<file path="src/rtl/trng_multi_ch_csr.sv">
// trng_multi_ch_csr: CSR bank and sample collector for N_CH external entropy channels.
// Registered read data one cycle after a read strobe; a round-robin arbiter moves one
// valid channel word per cycle into a FIFO that is drained through a pop-on-read DATA register.
// Optional feature macro: TRNG_IRQ_EN (adds IRQ_THR register and a registered level interrupt).
// Ports:
//   clk, rst (async active-low)      : clock and reset
//   en_i, we_i, addr_i, wrdata_i     : bus slave access (any we_i bit set = write)
//   rdata_o                          : registered read data
//   ch_en_o, ch_poly_o, ch_tmw_max_o : channel run enable and shared configuration
//   ch_seed_o, ch_seed_we_o          : seed value and one-cycle per-channel load pulse
//   ch_data_i, ch_valid_i            : channel words and their one-cycle valid pulses
//   irq_o                            : level interrupt (0 unless TRNG_IRQ_EN)
module trng_multi_ch_csr #(
  parameter int ADDR_WIDTH = 13,
  parameter int N_CH       = 4,
  parameter int LFSR_WIDTH = 32,
  parameter int TMW_WIDTH  = 23,
  parameter int FIFO_DEPTH = 16
) (
  input  logic                       clk,
  input  logic                       rst,
  input  logic                       en_i,
  input  logic [3:0]                 we_i,
  input  logic [ADDR_WIDTH-1:0]      addr_i,
  input  logic [31:0]                wrdata_i,
  output logic [31:0]                rdata_o,
  output logic [N_CH-1:0]            ch_en_o,
  output logic [LFSR_WIDTH-1:0]      ch_poly_o,
  output logic [TMW_WIDTH-1:0]       ch_tmw_max_o,
  output logic [LFSR_WIDTH-1:0]      ch_seed_o,
  output logic [N_CH-1:0]            ch_seed_we_o,
  input  logic [N_CH*LFSR_WIDTH-1:0] ch_data_i,
  input  logic [N_CH-1:0]            ch_valid_i,
  output logic                       irq_o
);

  localparam int AW = $clog2(FIFO_DEPTH);
  localparam int LW = AW + 1;
  localparam int IW = ADDR_WIDTH - 4;

  localparam logic [IW-1:0] R_CTRL    = IW'(1);
  localparam logic [IW-1:0] R_CH_MASK = IW'(2);
  localparam logic [IW-1:0] R_POLY    = IW'(3);
  localparam logic [IW-1:0] R_SEED    = IW'(4);
  localparam logic [IW-1:0] R_CH_SEL  = IW'(5);
  localparam logic [IW-1:0] R_TMW_MAX = IW'(6);
  localparam logic [IW-1:0] R_STATUS  = IW'(7);
  localparam logic [IW-1:0] R_DATA    = IW'(8);
`ifdef TRNG_IRQ_EN
  localparam logic [IW-1:0] R_IRQ_THR = IW'(9);
`endif

  typedef enum logic [1:0] {S_IDLE = 2'd0, S_RUN = 2'd1, S_STOP = 2'd2} state_t;

  state_t                state, state_n;
  logic                  start;
  logic [N_CH-1:0]       mask;
  logic [LFSR_WIDTH-1:0] poly;
  logic [2:0]            ch_sel;
  logic [TMW_WIDTH-1:0]  tmw_max;
  logic                  ovf;

  logic [LFSR_WIDTH-1:0] mem [FIFO_DEPTH];
  logic [AW-1:0]         wr_ptr, rd_ptr;
  logic [LW-1:0]         level;
  logic                  empty, full;

  logic [IW-1:0] idx;
  logic          wr, rd;
  logic [31:0]   wmask;
  logic          flush_req, ovf_clr, seed_wr, pop, push_ok;
  logic [31:0]   rd_mux;
  logic [7:0]    sel_oh;

  logic [7:0]            cand;
  logic                  grant_vld;
  logic [2:0]            grant_ch;
  logic [2:0]            rr_ptr;
  logic [LFSR_WIDTH-1:0] grant_dat;

  logic unused_ok;
  assign unused_ok = ^{addr_i[3:0], sel_oh};

  // Byte-lane merge of bus write data into an existing register value.
  function automatic logic [31:0] merge(input logic [31:0] old, input logic [31:0] nw,
                                        input logic [31:0] m);
    return (old & ~m) | (nw & m);
  endfunction

  assign idx   = addr_i[ADDR_WIDTH-1:4];
  assign wr    = en_i & (|we_i);
  assign rd    = en_i & ~(|we_i);
  assign wmask = {{8{we_i[3]}}, {8{we_i[2]}}, {8{we_i[1]}}, {8{we_i[0]}}};

  assign flush_req = wr && (idx == R_CTRL) && we_i[0] && wrdata_i[1];
  assign ovf_clr   = wr && (idx == R_STATUS) && we_i[1] && wrdata_i[10];
  assign seed_wr   = wr && (idx == R_SEED);

  assign empty = (level == '0);
  assign full  = (level == LW'(FIFO_DEPTH));
  assign pop   = rd && (idx == R_DATA) && !empty;

  // ---------------- FSM ----------------
  always_ff @(posedge clk or negedge rst) begin
    if (!rst) state <= S_IDLE;
    else      state <= state_n;
  end

  always_comb begin
    state_n = state;
    case (state)
      S_IDLE:  if (start && (|mask)) state_n = S_RUN;
      S_RUN:   if (!start)           state_n = S_STOP;
      S_STOP:                        state_n = S_IDLE;
      default:                       state_n = S_IDLE;
    endcase
  end

  // Combinational so that an asynchronous reset disables the channels immediately.
  assign ch_en_o = (state == S_RUN) ? mask : '0;

  // ---------------- round-robin collect ----------------
  assign cand = (state == S_RUN) ? 8'(ch_valid_i & mask) : 8'd0;

  always_comb begin
    logic [3:0] c;
    grant_vld = 1'b0;
    grant_ch  = '0;
    c         = '0;
    for (int i = 0; i < N_CH; i++) begin
      c = {1'b0, rr_ptr} + 4'(i);
      if (c >= 4'(N_CH)) c = c - 4'(N_CH);
      if (!grant_vld && cand[c[2:0]]) begin
        grant_vld = 1'b1;
        grant_ch  = c[2:0];
      end
    end
  end

  assign grant_dat = ch_data_i[grant_ch*LFSR_WIDTH +: LFSR_WIDTH];

  // A simultaneous pop frees a slot, so a push into a full FIFO still lands then.
  assign push_ok = grant_vld && (!full || pop);

  always_ff @(posedge clk or negedge rst) begin
    if (!rst) begin
      rr_ptr <= '0;
    end else if (grant_vld) begin
      rr_ptr <= (grant_ch == 3'(N_CH - 1)) ? 3'd0 : grant_ch + 3'd1;
    end
  end

  // ---------------- FIFO ----------------
  always_ff @(posedge clk) begin
    if (push_ok && !flush_req) mem[wr_ptr] <= grant_dat;
  end

  always_ff @(posedge clk or negedge rst) begin
    if (!rst) begin
      wr_ptr <= '0;
      rd_ptr <= '0;
      level  <= '0;
    end else if (flush_req) begin
      wr_ptr <= '0;
      rd_ptr <= '0;
      level  <= '0;
    end else begin
      if (push_ok) wr_ptr <= wr_ptr + AW'(1);
      if (pop)     rd_ptr <= rd_ptr + AW'(1);
      level <= level + LW'(push_ok) - LW'(pop);
    end
  end

  // ---------------- registers ----------------
  assign sel_oh = 8'd1 << ch_sel;

  always_ff @(posedge clk or negedge rst) begin
    if (!rst) begin
      start        <= 1'b0;
      mask         <= '0;
      poly         <= '0;
      ch_sel       <= '0;
      tmw_max      <= '0;
      ovf          <= 1'b0;
      ch_seed_o    <= '0;
      ch_seed_we_o <= '0;
    end else begin
      ch_seed_we_o <= seed_wr ? sel_oh[N_CH-1:0] : '0;
      if (wr) begin
        case (idx)
          R_CTRL:    if (we_i[0]) start <= wrdata_i[0];
          R_CH_MASK: mask    <= N_CH'(merge(32'(mask), wrdata_i, wmask));
          R_POLY:    poly    <= LFSR_WIDTH'(merge(32'(poly), wrdata_i, wmask));
          R_SEED:    ch_seed_o <= LFSR_WIDTH'(merge(32'(ch_seed_o), wrdata_i, wmask));
          R_CH_SEL:  ch_sel  <= 3'(merge(32'(ch_sel), wrdata_i, wmask));
          R_TMW_MAX: tmw_max <= TMW_WIDTH'(merge(32'(tmw_max), wrdata_i, wmask));
          default: ;
        endcase
      end
      // A new overflow in the same cycle as a W1C wins, so no event is lost.
      if (grant_vld && full && !pop) ovf <= 1'b1;
      else if (ovf_clr)              ovf <= 1'b0;
    end
  end

  assign ch_poly_o    = poly;
  assign ch_tmw_max_o = tmw_max;

`ifdef TRNG_IRQ_EN
  logic [7:0] irq_thr;
  logic       irq_q;

  always_ff @(posedge clk or negedge rst) begin
    if (!rst) begin
      irq_thr <= '0;
      irq_q   <= 1'b0;
    end else begin
      if (wr && (idx == R_IRQ_THR)) irq_thr <= 8'(merge(32'(irq_thr), wrdata_i, wmask));
      irq_q <= ((8'(level) >= irq_thr) && (irq_thr != 8'd0)) || ovf;
    end
  end

  assign irq_o = irq_q;
`else
  assign irq_o = 1'b0;
`endif

  // ---------------- read path ----------------
  always_comb begin
    rd_mux = '0;
    case (idx)
      R_CTRL:    rd_mux = {31'd0, start};
      R_CH_MASK: rd_mux = 32'(mask);
      R_POLY:    rd_mux = 32'(poly);
      R_CH_SEL:  rd_mux = 32'(ch_sel);
      R_TMW_MAX: rd_mux = 32'(tmw_max);
      R_STATUS:  rd_mux = 32'({state, ovf, full, empty, 8'(level)});
      R_DATA:    rd_mux = empty ? 32'd0 : 32'(mem[rd_ptr]);
`ifdef TRNG_IRQ_EN
      R_IRQ_THR: rd_mux = 32'(irq_thr);
`endif
      default:   rd_mux = '0;
    endcase
  end

  always_ff @(posedge clk or negedge rst) begin
    if (!rst)    rdata_o <= '0;
    else if (rd) rdata_o <= rd_mux;
  end

endmodule
</file>
<file path="config.mk">
export PLATFORM = sky130hd
export DESIGN_NAME = trng_multi_ch_csr
export DESIGN_NICKNAME = d
export VERILOG_FILES = /design/src/rtl/trng_multi_ch_csr.sv
export SDC_FILE = /design/constraint.sdc
export NUM_CORES = 1
export LEC_CHECK = 0
export ABC_AREA = 1
export CELL_PAD_IN_SITES_DETAIL_PLACEMENT = 0
export CELL_PAD_IN_SITES_GLOBAL_PLACEMENT = 1
export CORE_AREA = 3 3 256 258
export DETAILED_ROUTE_END_ITERATION = 6
export DIE_AREA = 0 0 259 261
export HOLD_SLACK_MARGIN = 0.03
export PLACE_DENSITY_LB_ADDON = 0.1
export SYNTH_ARGS = -nofsm -noshare
export SYNTH_HDL_FRONTEND = slang
export SYNTH_SLANG_ARGS = --single-unit
</file>
<file path="constraint.sdc">
create_clock -name clk -period 5.8 [get_ports clk]
set_input_delay 1.16 -clock clk [delete_from_list [all_inputs] [get_ports clk]]
set_output_delay 1.16 -clock clk [all_outputs]
set_load 0.01 [all_outputs]
</file>
* Word level (Yosys, flattened, before mapping)
Memories as Yosys holds them, arrays and structs flattened.
Index checks and enable logic that the tools add are counted.
** Storage, ports and cells
- Memory bits (read-only) :: 0
- Bits in latches :: 0
- Memories kept :: 1
- Input port bits :: 184
- Output and inout port bits :: 128
- RAM bits :: 512
- Word-level logic and storage cells :: 143
- Register bits :: 150
** Cells by class
- Add/subtract/negate cells :: 12
- Reduce and logical (&&, ||, !) cells :: 39
- Mux-type cells :: 38
- Magnitude comparators :: 8
- Divide/modulo/power cells :: 0
- Equality and inequality tests :: 13
- Shift-type cells :: 2
- Multipliers :: 0
- Bitwise logic cells :: 16
** Memories
- mem :: depth 16, bits a word 32, rd ports 1, clocked after memory_dff 0, write ports 1, RTL line 63 : logic [LFSR_WIDTH-1:0] mem [FIFO_DEPTH];
** Operators with widths (number)
- case mux 32 bit (7 select lines) :: 1
- indexed part select 128 x 9 -> 32 bit :: 1
- bitwise AND 32 bit :: 3
- bitwise OR 32 bit :: 2
- == test 9 x 3 -> 1 bit, second input constant :: 4
- two-way mux 32 bit :: 1
- inverter 32 bit :: 1
- two-way mux 4 bit :: 7
- two-way mux 3 bit :: 9
- bitwise AND 23 bit :: 1
- bitwise OR 23 bit :: 1
- == test 9 x 2 -> 1 bit, second input constant :: 2
- logical AND 1 bit :: 17
- < comparator 3 x 4 -> 1 bit, second input constant :: 4
- binary-select mux 1 bit (select 3 bit) :: 4
- greater-or-equal comparator 4 x 3 -> 1 bit, second input constant :: 3
- two-way mux 1 bit :: 12
- AND reduction 2 bit :: 6
- subtractor 3 bit, second input constant :: 4
- == test 9 x 1 -> 1 bit, second input constant :: 1
- == test 9 x 4 -> 1 bit, second input constant :: 1
- adder 3 x 2 -> 4 bit, second input constant :: 2
- adder 4 x 1 -> 4 bit, second input constant :: 2
- bitwise AND 4 bit :: 2
- other kinds (25) :: 37

* Logic depth before layout (Yosys ltp)
Gate-level depths: netlist of the first run.
- Word-level depth :: 18
- Gate-level depth with buffers :: 18
- Depth with buffers taken out :: 18

* Least setup slack after synthesis of the first run
OpenSTA, ideal clock, no wires.
- Path kind :: input-to-reg
- From :: in addr_i[11]
- To :: mem mem[1][0], enable pin
- Required time :: 5.339 ns
- Buffers on the path :: 0
- Data arrival time :: 4.508 ns
- Cell stages on the path :: 11
- Setup time :: 0.461 ns
- Setup slack :: 0.831 ns
- Cell sequence :: nor2_1 -> nand2_1 -> inv_1 -> nand3b_1 -> nor2_4 -> nand2_1 -> nand2_1 -> nand2_1 -> nor2_2 -> inv_2 -> nor3_1
** Between the ends
- Word-level cells in the longest chain between the ends :: 8
** Ends and longest elaborated chain
- start, declared :: RTL line 24 : input logic [ADDR_WIDTH-1:0] addr_i,
- == test 9 x 4 -> 1 bit / == test 9 x 1 -> 1 bit (equally long branches) :: RTL line 101, 95
- logical AND 1 bit, on equally long branches (2 in series) :: RTL line 101, 95
- logical OR 1 bit / logical AND 1 bit (equally long branches) :: RTL line 143, 95
- logical AND 1 bit / zero test 1 bit (equally long branches) :: RTL line 143, 155
- logical AND 1 bit (*) :: RTL line 155 : if (push_ok && !flush_req) mem[wr_ptr] <= grant_dat;
- two-way mux 1 bit (*) :: RTL line 155
- two-way mux 1 bit (implied by the code) (*) :: RTL line 155
- end, declared :: RTL line 63
Mark *: on every way between the ends. The rest lies on a longest branch, timed or not.

* Final worst setup path of the first run
- From :: in ch_valid_i[3]
- To :: mem mem[7][9] (data pin)
** Between the ends
- Word-level cells in the longest chain between the ends :: 15
** Ends and longest elaborated chain
- start, declared :: RTL line 33 : input logic [N_CH-1:0] ch_valid_i,
- bitwise AND 4 bit (*) :: RTL line 123 : assign cand = (state == S_RUN) ? 8'(ch_valid_i & mask) : 8'd0;
- two-way mux 4 bit (*) :: RTL line 123
- binary-select mux 1 bit (select 3 bit) :: RTL line 133 : if (!grant_vld && cand[c[2:0]]) begin
- two-way mux 1 bit (implied by the code) :: RTL line 133
- two-way mux 1 bit :: RTL line 133
- zero test 1 bit :: RTL line 133
- logical AND 1 bit :: RTL line 133
- two-way mux 1 bit :: RTL line 133
- zero test 1 bit :: RTL line 133
- logical AND 1 bit :: RTL line 133
- two-way mux 1 bit :: RTL line 133
- zero test 1 bit :: RTL line 133
- logical AND 1 bit :: RTL line 133
- two-way mux 3 bit (*) :: RTL line 133
- indexed part select 128 x 9 -> 32 bit (*) :: RTL line 140 : assign grant_dat = ch_data_i[grant_ch*LFSR_WIDTH +: LFSR_WIDTH];
- via grant_dat[9] :: RTL line 79 : logic [LFSR_WIDTH-1:0] grant_dat;
Mark *: on every way through the listed nets, which the timed path passes. The rest lies on a longest branch. The select of a mux whose other input is x is not followed.

==> results of run 1 <==
[power by group through the flow]
stage          logic (mW)  clock network, mW  registers, mW
6_report             6.42               4.57           9.07
4_1_cts              6.43               4.65           9.08
2_1_floorplan        3.92                  0           9.07
3_3_place_gp         6.16                  0           9.13
3_5_place_dp         6.42                  0           9.17
5_1_grt              7.12               4.85           9.15
[routing by layer]
| metal | share of wire (%) | GRT usage (%) | wire [µm] | vias to the layer above |
|---|---|---|---|---|
| met5 | 0 | 0 | 0 | - |
| met4 | 3.2 | 8.91 | 2710 | 0 |
| met3 | 5.4 | 3.48 | 4570 | 126 |
| met2 | 49 | 41.7 | 41500 | 625 |
| met1 | 42 | 33.1 | 35700 | 10300 |
| li1 | - | - | - | 9795 |
[kinds of logic after synthesis]
kind of cell,count (synthesis)
other,1
buffers and inverters,381
adders and majority gates,15
xor gates and xnor gates,3
AOI/OAI and AO/OA,566
DFF,662
and+or+nand+nor,1024
[critical path, stage by stage]
cell,delay (ns)
clkdlybuf4s50_1,0.45
nand2_1,0.07
inv_1,0.08
nand3_1,0.07
nand2_1,0.12
nand2_1,0.08
nand2_1,0.10
inv_2,0.07
nand2_1,0.11
nand2_1,0.06
nand2_1,0.06
nand3_1,0.09
nand2_2,0.54
inv_2,0.48
nand3_1,0.20
nand2_1,0.47
[area by class of cell]
type / count / area (µm²)
flip-flops and latches: 662 / 19100
multi-input cells: 1609 / 7770
clock inverters: 43 / 478
diodes: 1 / 2.50
repair buffers: 353 / 3440
inverters: 224 / 846
clock buffers: 86 / 1860
well taps: 846 / 1060
fillers: 5460 / 28600
[cell usage after synthesis (9+ instances only)]
master | number | area share [%]
nor2_1 | 310 | 4.1
inv_1 | 210 | 2.8
nand4_1 | 9 | 0.20
o22ai_1 | 66 | 1.5
o21ai_1 | 14 | 0.25
a21oi_1 | 11 | 0.19
nand2_1 | 452 | 6.0
o21a_1 | 10 | 0.26
nand3_1 | 222 | 3.9
dfrtp_1 | 150 | 13
clkbuf_1 | 93 | 1.2
buf_2 | 41 | 0.72
nor3_1 | 20 | 0.35
inv_2 | 13 | 0.17
o21ai_0 | 393 | 6.9
buf_4 | 18 | 0.48
o221ai_1 | 61 | 1.9
edfxtp_1 | 512 | 54
ha_1 | 14 | 0.62
[stage by stage]
stage | area, µm² | cells | hold slack, ns
after floorplan | 28400 | 2652 | 0.443
after global placement | 32200 | 3694 | 0.464
after detailed placement | 32200 | 3694 | 0.465
after CTS | 34600 | 3823 | 0.482
after global routing | 34600 | 3823 | 0.508
final | 34600 | 3824 | 0.475
[how the worst min path moves through the flow]
| stage | from | endpoint | slack, ns | cells past startpoint |
|---|---|---|---|---|
| floorplan | start | state[1] | 0.44 | 1 |
| global placement | rdata_o[8] | rdata_o[8] | 0.46 | 2 |
| detailed placement | rdata_o[1] | rdata_o[1] | 0.47 | 2 |
| CTS | rdata_o[1] | rdata_o[1] | 0.48 | 2 |
| global route | rdata_o[28] | rdata_o[28] | 0.51 | 1 |
| finish | rdata_o[1] | rdata_o[1] | 0.48 | 2 |
==> impl_metrics.ini, run 1 <==
[status]
status = complete, no violations

[cts]
cts_sinks = 662
htreeDepth = 3
worstSkewPairLatency_ns = 0.60
clockBufferDepth = 3
cts_tree = yes
post_cts_resized = 0
cts_buffers = 71
cts_root_buf = clkbuf_16
cts_setup_buffers = 0
clk_pin_slew_ns = 0.06
ctsHoldBuffers = 0

[critical_path]
criticalPathCategory = primary input to flop
cp_max_fo = 33
reg2reg_to = mem[7][9]
start_kind = primary input
endpoint = mem[7][9]
r2r_slack_ns = 1.87
critPathRequiredTime_ns = 5.94
cp.arrival_ns = 4.26
ff2ff_path_depth = 14
end_kind = flop
critPathLaunch = ch_valid_i[3]
r2r_start = rr_ptr[0]

[synthesis]
syn_avg_cell_area_um2 = 10.7
yosysUniqueCellTypes = 39
synthesis.area_um2 = 28400
ys_warn_count = 0
synth_seq_cells = 662
synthFlopType = edfxtp_1
yosys.area_share.simple_pct = 14.9
synth_fp_nets = 2851
async_flop_share_pct = 22.7
syn_inst = 2652
synth_mux_area_share_pct = 0
synth_edf_count = 512
synth-xor-area-share_pct = 0.0926
ys_seq_area_share_pct = 67.4
synthAdderAreaFrac_pct = 0.688
synth_compound_area_share_pct = 11.3
synth_top_family_by_area = simple AND/OR/NAND/NOR gates

[die]
core_um2 = 63200
ios = 312
die_x_um = 259
dieArea_um2 = 67600
start_util_pct = 44.9
fp-row-count = 92
fp.dieH_um = 261

[power_and_ir_drop]
pwr-share-comb_pct = 32.0
power.density_nw_per_um2 = 580
p_clk_share_pct = 22.8
leakagePower_nw = 13.3
swShare_pct = 36.6
total_power_mw = 20.1
vdd_ir_drop_max_v = 0.00202
pwr-share-seq_pct = 45.2
p_int_mw = 12.7
netSwitchingPower_mw = 7.34

[detailed_routing]
drtPass1Iterations = 7
vias = 20800
viasPerCell = 5.45
drtIter0Drc = 1768
wl_per_cell_um = 22.1
post-route-drc-count = 0
totalWireLength_um = 84500
ant_nets = 0

[place]
place_ws_ns = 1.06
hpwlAfterDp_um = 50700
globalplace.congestion = 0.795
port_buffers = 306

[global_route]
antenna_found_initial = 0
grt_max_degree = 95
grt_first_pass_wirelength_um = 126000
grt_pass1_vias = 20700
gr-total-overflow = 0
grt_use_total_pct = 24.8

[timing]
rsz0062_at_grt = false
period_needed_ns = 4.11
worst_slack_ns = 1.69
drv_slew = 0
fmax_mhz = 243
finalSetupTns_ns = 0
finClkSkew_ns = 0.0132
post-route-period-util_pct = 70.9
setup_viol = 0
relSlewSlack_pct = 21.9
worst_slew_pin_slew_ns = 1.17
hold_violations = 0

[finish]
nets = 3120
drive_gt1_share_pct = 6.55
final_common_cell = edfxtp_1
layout_common_cells = edfxtp_1, nand2_1, o21ai_0
utilization_pct = 54.7
area_delta_synth_final_pct = 22.0

[flow_run]
drv_cap = 0

[hold_path]
min_path_type = flop to flop
Power figures use the tool's default switching activity.
==> inputs of run 2 (changes only) <==
==> constraint.sdc (replaced) <==
create_clock -name clk -period 4.1 [get_ports clk]
set_input_delay 0.82 -clock clk [delete_from_list [all_inputs] [get_ports clk]]
set_output_delay 0.82 -clock clk [all_outputs]
set_load 0.01 [all_outputs]
==> run 2 against run 1 <==
Worst setup slack worse by 1.0 ns. Hold slack worse by 0.26 ns. Critical path depth unchanged. Non-clock buffer count up 21. Register-to-register slack worse by 1.2 ns. Via count up 0.89%. Cell area up 1.3%. Total power up 43%. Die area unchanged. Final cell count up 0.52%. Clock skew up 0.011 ns. Count of clock-buffer cells in the layout up 2. Critical endpoint is now level[4].
==> impl_metrics.ini, run 2 (synthesis gave the netlist of run 1 again) <==
[global_route]
grt_max_degree = 134
grt_use_total_pct = 24.6
antenna_found_initial = 0
gr-total-overflow = 0
grt_pass1_vias = 20600
grt_first_pass_wirelength_um = 125000

[critical_path]
critPathRequiredTime_ns = 4.59
start_kind = flop
criticalPathCategory = flop to flop
reg2reg_to = level[4]
cp.arrival_ns = 3.92
end_kind = flop
r2r_slack_ns = 0.67
ff2ff_path_depth = 16
r2r_start = rr_ptr[0]
cp_max_fo = 9

[cts]
ctsHoldBuffers = 0
clk_pin_slew_ns = 0.06
post_cts_resized = 0
cts_tree = yes
cts_root_buf = clkbuf_16
cts_sinks = 662
cts_buffers = 71
htreeDepth = 3
clockBufferDepth = 3
worstSkewPairLatency_ns = 0.62
cts_setup_buffers = 0

[place]
globalplace.congestion = 0.815
dp.cells = 3715
port_buffers = 306
hpwlAfterDp_um = 51400
place_ws_ns = 0.220

[power_and_ir_drop]
power.density_nw_per_um2 = 821
vdd_ir_drop_max_v = 0.000819
leakagePower_nw = 13.5

[timing]
post-route-period-util_pct = 83.6
hold_violations = 0
finClkSkew_ns = 0.0242
fmax_mhz = 292
worst_slack_ns = 0.674
rsz0062_at_grt = false
drv_slew = 0
hold_slack_ns = 0.218
worst_slew_pin_slew_ns = 0.903
period_needed_ns = 3.43
relSlewSlack_pct = 39.7
setup_viol = 0

[die]
ios = 312
fp-row-count = 92
dieArea_um2 = 67600
fp.dieH_um = 261
die_x_um = 259
start_util_pct = 44.9
core_um2 = 63200

[finish]
layout.cells.non_filler = 3844
diodes = 0
final_common_cell = edfxtp_1
layout_common_cells = edfxtp_1, nand2_1, o21ai_0
drive_gt1_share_pct = 7.34
nets = 3141
area_delta_synth_final_pct = 23.6
nFillCells = 5449

[detailed_routing]
totalWireLength_um = 83700
viasPerCell = 5.47
vias = 21000
ant_nets = 0
drtPass1Iterations = 6
post-route-drc-count = 0
drtIter0Drc = 1667
wl_per_cell_um = 21.8

[status]
status = complete, no violations

[flow_run]
drv_cap = 0

[hold_path]
min_path_type = primary input to asynchronous set/reset pin
-- run 2: changes by cell type in the layout (fill, tap and decap cells not counted), moves of 2 or more --
| cell | before | now |
|---|---|---|
| buf_12 | 2 | 26 |
| buf_4 | 45 | 42 |
| bufinv_16 | 9 | 5 |
| clkbuf_1 | 13 | 9 |
| clkbuf_16 | 72 | 75 |
| clkbuf_8 | 1 | 4 |
| clkinv_2 | 13 | 15 |
-- run 2: layout make-up --
type	instances	area (µm²)	area share, %
clock inverter	41	374	1.07
sequential	662	19100	54.6
inverter	224	847	2.42
timing repair buffer	374	3900	11.1
clock buffer	88	1970	5.61
multi-input combinational	1609	7770	22.2
tap	846	1060	3.02
-- run 2: layer usage --
metal | wire [µm] | part of all wire (%) | track usage, %
met5 | 0 | 0 | 0
met4 | 3030 | 3.6 | 9.15
met3 | 4270 | 5.1 | 3.60
met2 | 41100 | 49 | 41.0
met1 | 35300 | 42 | 32.9
-- run 2: how the worst max path moves through the flow --
stage | cells after the start | slack, ns | endpoint | start
3_5_place_dp | 19 | 0.22 | level[4] | ch_valid_i[3]
6_report | 16 | 0.67 | level[4] | rr_ptr[0]
5_1_grt | 14 | 0.39 | mem[11][18] | rr_ptr[0]
3_3_place_gp | 19 | 0.30 | level[4] | ch_valid_i[3]
4_1_cts | 14 | 0.66 | mem[11][18] | rr_ptr[0]
2_1_floorplan | 11 | -0.53 | mem[1][0] | addr_i[11]
-- run 2: stage by stage --
step	util [%]	setup TNS, ns	area [µm²]	power, mW
final	55.5	0	35100	28.8
after global routing	55.5	0	35100	30.3
after detailed placement	51.8	0	32700	22.6
after floorplan	-	-171.08	28400	18.4
after global placement	51.8	0	32700	22.2
after CTS	55.5	0	35100	29.0
-- run 2: power by group --
| part | switching (mW) | internal (mW) |
|---|---|---|
| logic | 7.56 | 2.01 |
| clock network | 2.65 | 3.75 |
| registers | 0.278 | 12.5 |
| total | 10.5 | 18.3 |
-- run 2: critical path, stage by stage, from the launching register on --
cell     delay [ns]
dfrtp_1        0.52
inv_2          0.14
ha_1           0.37
inv_1          0.09
nand3_1        0.10
nand3_1        0.15
nand4_4        0.20
nand2_1        0.16
ha_1           0.31
inv_1          0.04
ha_1           0.21
fa_1           0.44
a21oi_1        0.18
nor2_1         0.06
nor2_1         0.12
xor2_1         0.16
nor2_1         0.06
==> patch 1 (settings of run 1) <==
`FIFO_DEPTH`: 16 -> 8.
--- a/src/rtl/trng_multi_ch_csr.sv
+++ b/src/rtl/trng_multi_ch_csr.sv
@@ -16,5 +16,5 @@
   parameter int LFSR_WIDTH = 32,
   parameter int TMW_WIDTH  = 23,
-  parameter int FIFO_DEPTH = 16
+  parameter int FIFO_DEPTH = 8
 ) (
   input  logic                       clk,
Function: no difference found for any inputs over 4 cycles, from zero or initial values and one cycle with rst low; that may be too few to reach the edited logic, so the function may still have changed.
==> patch 1 against run 1 <==
- final area fell by 32%
- via count decreased by 34%
- highest routed layer unchanged
- wire length decreased by 32%
- synthesized cell count fell by 32%
- combinational power fell by 24%
- synthesized area shrank 36%
- sequential cell count shrank 259
- utilization is 18 points lower
- total power shrank 35%
- setup slack better by 0.50 ns
==> patch 1: results (changes against run 1) <==
- Detailed Place HPWL: 37200 um (-27%)
- Post-synthesis async set-or-reset flop share: 0.365 (+0.138)
- Routability cong.: 0.752 (-5.4%)
- H-tree depth: 2 (-1)
- First-pass GRT wire length: 86300 um (-32%)
- Met3 GRT Util: 0.0308 (-0.00396)
- Met2 Usage GRT: 0.255 (-0.163)
- DR WL met3: 3180 um (-30%)
- Routed length on met2: 25100 um (-39%)
- Status: complete, no violations
- Clock Skews: 0.0133 ns (+0.0000397 ns)
- VDD IR-drop max: 432 uV (-79%)
- Largest cells by area after synthesis: edfxtp_1 (42%), dfrtp_1 (20%), o21ai_0 (6.4%)
- DRT Pass-1 Iters: 5 (-2)
- N_diodes: 0 (-1)
- Post-synth EDFFs: 256 (-50%)
- Vias in the first global route: 13.7k (-34%)
- Yosys cell types: 46 (+18%)
- Sequential area share after synthesis: 0.624 (-0.0506)
- Total routed wirelength: 57400 um (-32%)
- Initial DRC Count: 899 (-49%)
- Syn Nets: 1996 (-30%)
- Clock Latency Late Sink: 0.57 ns (-0.03 ns)
- GRT met1 Usage: 0.247 (-0.0839)
- Crit path arrival time: 3.81 ns (-0.45 ns)
- Via density: 4.67 (-14%)
- Gr usage total: 0.167 (-0.0812)
patch 1: changes by cell type after synthesis, sizes merged, moves of 5 or more:
cell | run 1 | this run
edfxtp | 512 | 256
o21ai | 407 | 236
nor2 | 314 | 171
nand2 | 453 | 319
o22ai | 66 | 0
nand3 | 222 | 190
clkbuf | 93 | 63
buf | 64 | 39
a2bb2oi | 0 | 24
nor3 | 20 | 7
a221oi | 4 | 15
o21a | 10 | 0
nand4 | 10 | 5
patch 1: final timing paths:
path / start / to / slack [ns] / depth (start not counted)
worst min-delay path: rdata_o[3]$_DFFE_PN0N_ / rdata_o[3]$_DFFE_PN0N_ / 0.48 / 2
min in group asynchronous: rst / asynchronous set/reset pin / 0.53 / 1
worst max-delay path: addr_i[5] / mem[2][29]$_DFFE_PP_ / 2.19 / 12
max in group asynchronous: rst / rdata_o[26]$_DFFE_PN0N_ / 4.03 / 2
worst max register to register: rr_ptr[0]$_DFFE_PN0P_ / mem[2][21]$_DFFE_PP_ / 2.28 / 13
worst min register to register: rdata_o[3]$_DFFE_PN0N_ / rdata_o[3]$_DFFE_PN0N_ / 0.48 / 2
patch 1: cell families after synthesis:
logic type | share of synthesized area
DFF | 0.624
and+or+nand+nor | 0.167
xor gates and xnor gates | 0.000962
adders and majority gates | 0.00797
buffers and inverters | 0.0790
AOI/OAI and AO/OA | 0.121
other | 0.000206
patch 1: per-stage QoR:
| step | utilization | cell area (um^2) | setup slack (ns) | hold WS (ns) | instances |
|---|---|---|---|---|---|
| after detailed placement | 0.348 | 22000 | 1.57 | 0.470 | 2876 |
| after CTS | 0.371 | 23400 | 2.20 | 0.486 | 2959 |
| after global routing | 0.371 | 23400 | 1.88 | 0.506 | 2959 |
| final | 0.371 | 23400 | 2.19 | 0.482 | 2959 |
| after floorplan | - | 18200 | 1.76 | 0.442 | 1801 |
| after global placement | 0.348 | 22000 | 1.60 | 0.467 | 2876 |
patch 1: cell type report:
cell class / instances / area (um^2)
Clock buffer: 59 / 1220
Clock inverter: 24 / 225
Fill cell: 6291 / 39800
Inverter: 228 / 861
Multi-Input combinational cell: 1068 / 5450
Sequential cell: 403 / 11400
Tap cell: 846 / 1060
Timing Repair Buffer: 331 / 3250
patch 1: where the power goes:
group	total (mW)	internal [mW]	switching, mW
logic	4.89	1.14	3.75
clock network	2.81	1.66	1.15
registers	5.44	5.26	0.182
patch 1: critical path, cell delays in order:
cell and delay [ns]:
clkdlybuf4s50_1 0.49, inv_1 0.14, nand3_1 0.16, nor2_1 0.18, nand2_1 0.13, nor3_2 0.32, or2_2 0.22, nand3_1 0.10
inv_2 0.08, nand2_1 0.15, nor2_2 0.12, buf_4 0.52
==> patch 2 (flow settings as in run 1) <==
Made on the original files. Add an input register stage for `en_i`, `we_i`, `addr_i`, `ch_data_i` and `ch_valid_i`, without a reset; this delays them by one clock. The other inputs are not delayed to match. Comments in the files are not updated.
--- a/src/rtl/trng_multi_ch_csr.sv
+++ b/src/rtl/trng_multi_ch_csr.sv
@@ -53,4 +53,18 @@
   typedef enum logic [1:0] {S_IDLE = 2'd0, S_RUN = 2'd1, S_STOP = 2'd2} state_t;
 
+  logic en_q;
+  logic [3:0] we_q;
+  logic [ADDR_WIDTH-1:0] addr_q;
+  logic [N_CH*LFSR_WIDTH-1:0] ch_data_q;
+  logic [N_CH-1:0] ch_valid_q;
+
+  always_ff @(posedge clk) begin
+    en_q       <= en_i;
+    we_q       <= we_i;
+    addr_q     <= addr_i;
+    ch_data_q  <= ch_data_i;
+    ch_valid_q <= ch_valid_i;
+  end
+
   state_t                state, state_n;
   logic                  start;
@@ -80,5 +94,5 @@
 
   logic unused_ok;
-  assign unused_ok = ^{addr_i[3:0], sel_oh};
+  assign unused_ok = ^{addr_q[3:0], sel_oh};
 
   // Byte-lane merge of bus write data into an existing register value.
@@ -88,11 +102,11 @@
   endfunction
 
-  assign idx   = addr_i[ADDR_WIDTH-1:4];
-  assign wr    = en_i & (|we_i);
-  assign rd    = en_i & ~(|we_i);
-  assign wmask = {{8{we_i[3]}}, {8{we_i[2]}}, {8{we_i[1]}}, {8{we_i[0]}}};
-
-  assign flush_req = wr && (idx == R_CTRL) && we_i[0] && wrdata_i[1];
-  assign ovf_clr   = wr && (idx == R_STATUS) && we_i[1] && wrdata_i[10];
+  assign idx   = addr_q[ADDR_WIDTH-1:4];
+  assign wr    = en_q & (|we_q);
+  assign rd    = en_q & ~(|we_q);
+  assign wmask = {{8{we_q[3]}}, {8{we_q[2]}}, {8{we_q[1]}}, {8{we_q[0]}}};
+
+  assign flush_req = wr && (idx == R_CTRL) && we_q[0] && wrdata_i[1];
+  assign ovf_clr   = wr && (idx == R_STATUS) && we_q[1] && wrdata_i[10];
   assign seed_wr   = wr && (idx == R_SEED);
 
@@ -121,5 +135,5 @@
 
   // ---------------- round-robin collect ----------------
-  assign cand = (state == S_RUN) ? 8'(ch_valid_i & mask) : 8'd0;
+  assign cand = (state == S_RUN) ? 8'(ch_valid_q & mask) : 8'd0;
 
   always_comb begin
@@ -138,5 +152,5 @@
   end
 
-  assign grant_dat = ch_data_i[grant_ch*LFSR_WIDTH +: LFSR_WIDTH];
+  assign grant_dat = ch_data_q[grant_ch*LFSR_WIDTH +: LFSR_WIDTH];
 
   // A simultaneous pop frees a slot, so a push into a full FIFO still lands then.
@@ -189,5 +203,5 @@
       if (wr) begin
         case (idx)
-          R_CTRL:    if (we_i[0]) start <= wrdata_i[0];
+          R_CTRL:    if (we_q[0]) start <= wrdata_i[0];
           R_CH_MASK: mask    <= N_CH'(merge(32'(mask), wrdata_i, wmask));
           R_POLY:    poly    <= LFSR_WIDTH'(merge(32'(poly), wrdata_i, wmask));
Formal check against the unedited RTL: not equivalent (Yosys sat finds a counterexample within 4 cycles, from zero or initial values and one cycle with rst low).
==> patch 2 against run 1 <==
- count of clock-buffer cells in the layout up 35
- final area up 9.7%
- synthesized area up 11%
- total power up 9.7%
- setup slack better by 0.11 ns
- wire length up 2.4%
- sequential cell count up 146
- critical path depth down 1
==> patch 2: results (changes against run 1) <==
- Root buffer cell: clkbuf_16
- Syn Nets: 3044 (+6.8%)
- # nets final: 3331 (+6.8%)
- TritonCTS buffer count: 82 (+15%)
- Crit path arrival time: 4.16 ns (-0.10 ns)
- Layout cells sized above 1: 0.0688 (+0.00329)
- Worst setup SP type: flip-flop
- Clock Path Buffers: 3 (unchanged)
- First-pass GRT wire length: 129000 um (+2.0%)
- Synth cell count leaders: nand2_1 (574), edfxtp_1 (512), o21ai_0 (313)
- Worst-margin pin slew: 1.08 ns (-0.0847 ns)
- Routability cong.: 0.851 (+7.0%)
- Post-Syn Instances: 2845 (+7.3%)
- Clock Latency Late Sink: 0.62 ns (+0.02 ns)
- Clock Skews: 0.0204 ns (+0.00715 ns)
- Total routed wirelength: 86500 um (+2.4%)
- Crit Path Max Fanout: 56 (+70%)
- Vias in the first global route: 21.4k (+3.3%)
- DRT Pass-1 Iters: 6 (-1)
- Largest cells by area after synthesis: edfxtp_1 (49%), dfrtp_1 (12%), dfxtp_1 (9.3%)
- Gr usage total: 0.254 (+0.00567)
- Dpl cells: 3894 (+5.4%)
- Sequential area share after synthesis: 0.702 (+0.0274)
- Status: complete, no violations
- Yosys cell types: 49 (+26%)
- VDD IR-drop max: 539 uV (-73%)
- Post-synthesis async set-or-reset flop share: 0.186 (-0.0409)
- FF-to-FF End: mem[6][28]$_DFFE_PP_
- Detailed Place HPWL: 52500 um (+3.4%)
- Pin count of the biggest net entering global routing: 169 (+78%)
- Post-DR wirelength/cell: 21.4 um (-3.2%)
- Initial DRC Count: 1759 (-0.51%)
- Hold_ws: 0.474 ns (-0.00111 ns)
- Crit path largest cell delay: 0.77 ns (+0.23 ns)
- Class of the worst hold path: primary input to asynchronous set/reset pin
- Pleak: 15.3 nW (+15%)
- Worst Reg-to-Reg Cells: 15 (+1)
- R2R Setup Slk: 1.80 ns (-0.07 ns)
- Pre-CTS WS: 1.62 ns (+0.561 ns)
- Via count: 21.9k (+4.9%)
[patch 2: cells by family (layout without fill, tap and decap cells)]
family          count (synthesis)  count (layout)  share of synthesized area
simple gates                 1098            1098                      0.148
flops                         808             808                      0.702
compound gates                500             500                     0.0890
buf+inv                       420             773                     0.0541
fa+ha+maj                      15              15                    0.00621
xor+xnor                        3               3                   0.000836
other cells                     1               3                   0.000119
[patch 2: routing by layer]
metal | vias to the layer above | wire, um | global-route usage
li1 | 10300 | - | -
met4 | 0 | 2470 | 0.0875
met5 | - | 0 | 0
met2 | 816 | 42400 | 0.421
met1 | 10600 | 35900 | 0.348
met3 | 128 | 5790 | 0.0340
[patch 2: per-stage QoR]
step | cell area [um^2] | total power [mW] | util
floorplan | 31400 | 14.4 | -
global placement | 35400 | 16.7 | 0.560
detailed placement | 35400 | 17.1 | 0.560
CTS | 37900 | 22.1 | 0.600
global route | 37900 | 23.1 | 0.600
finish | 38000 | 22.0 | 0.601
[patch 2: final cells by class]
class	count	area, um^2
multi-input combinational	1617	7780
clock buffer	121	2330
fill	5120	25200
sequential	808	22100
timing repair buffer	351	3460
clock inverter	29	223
inverter	272	1030
tap	846	1060
antenna	2	5.00
[patch 2: where the power goes]
| part | total, mW | internal (mW) | switching, mW |
|---|---|---|---|
| combinational | 6.43 | 1.16 | 5.27 |
| clock | 5.02 | 2.92 | 2.11 |
| sequential | 10.6 | 10.2 | 0.311 |
[patch 2: worst max path at each step]
stage,slack [ns],endpoint
5_1_grt,1.50,mem[8][29]$_DFFE_PP_
3_5_place_dp,1.62,mem[4][20]$_DFFE_PP_
2_1_floorplan,1.29,mem[10][0]$_DFFE_PP_
3_3_place_gp,1.66,mem[4][20]$_DFFE_PP_
6_report,1.80,mem[6][28]$_DFFE_PP_
4_1_cts,1.84,mem[10][27]$_DFFE_PP_
[patch 2: worst max-delay path, delay by kind of cell (launching register included)]
| family | cells | cell delay, ns |
|---|---|---|
| adders and majority gates | 1 | 0.38 |
| DFF | 1 | 0.59 |
| buffers and inverters | 3 | 0.57 |
| and+or+nand+nor | 11 | 1.98 |
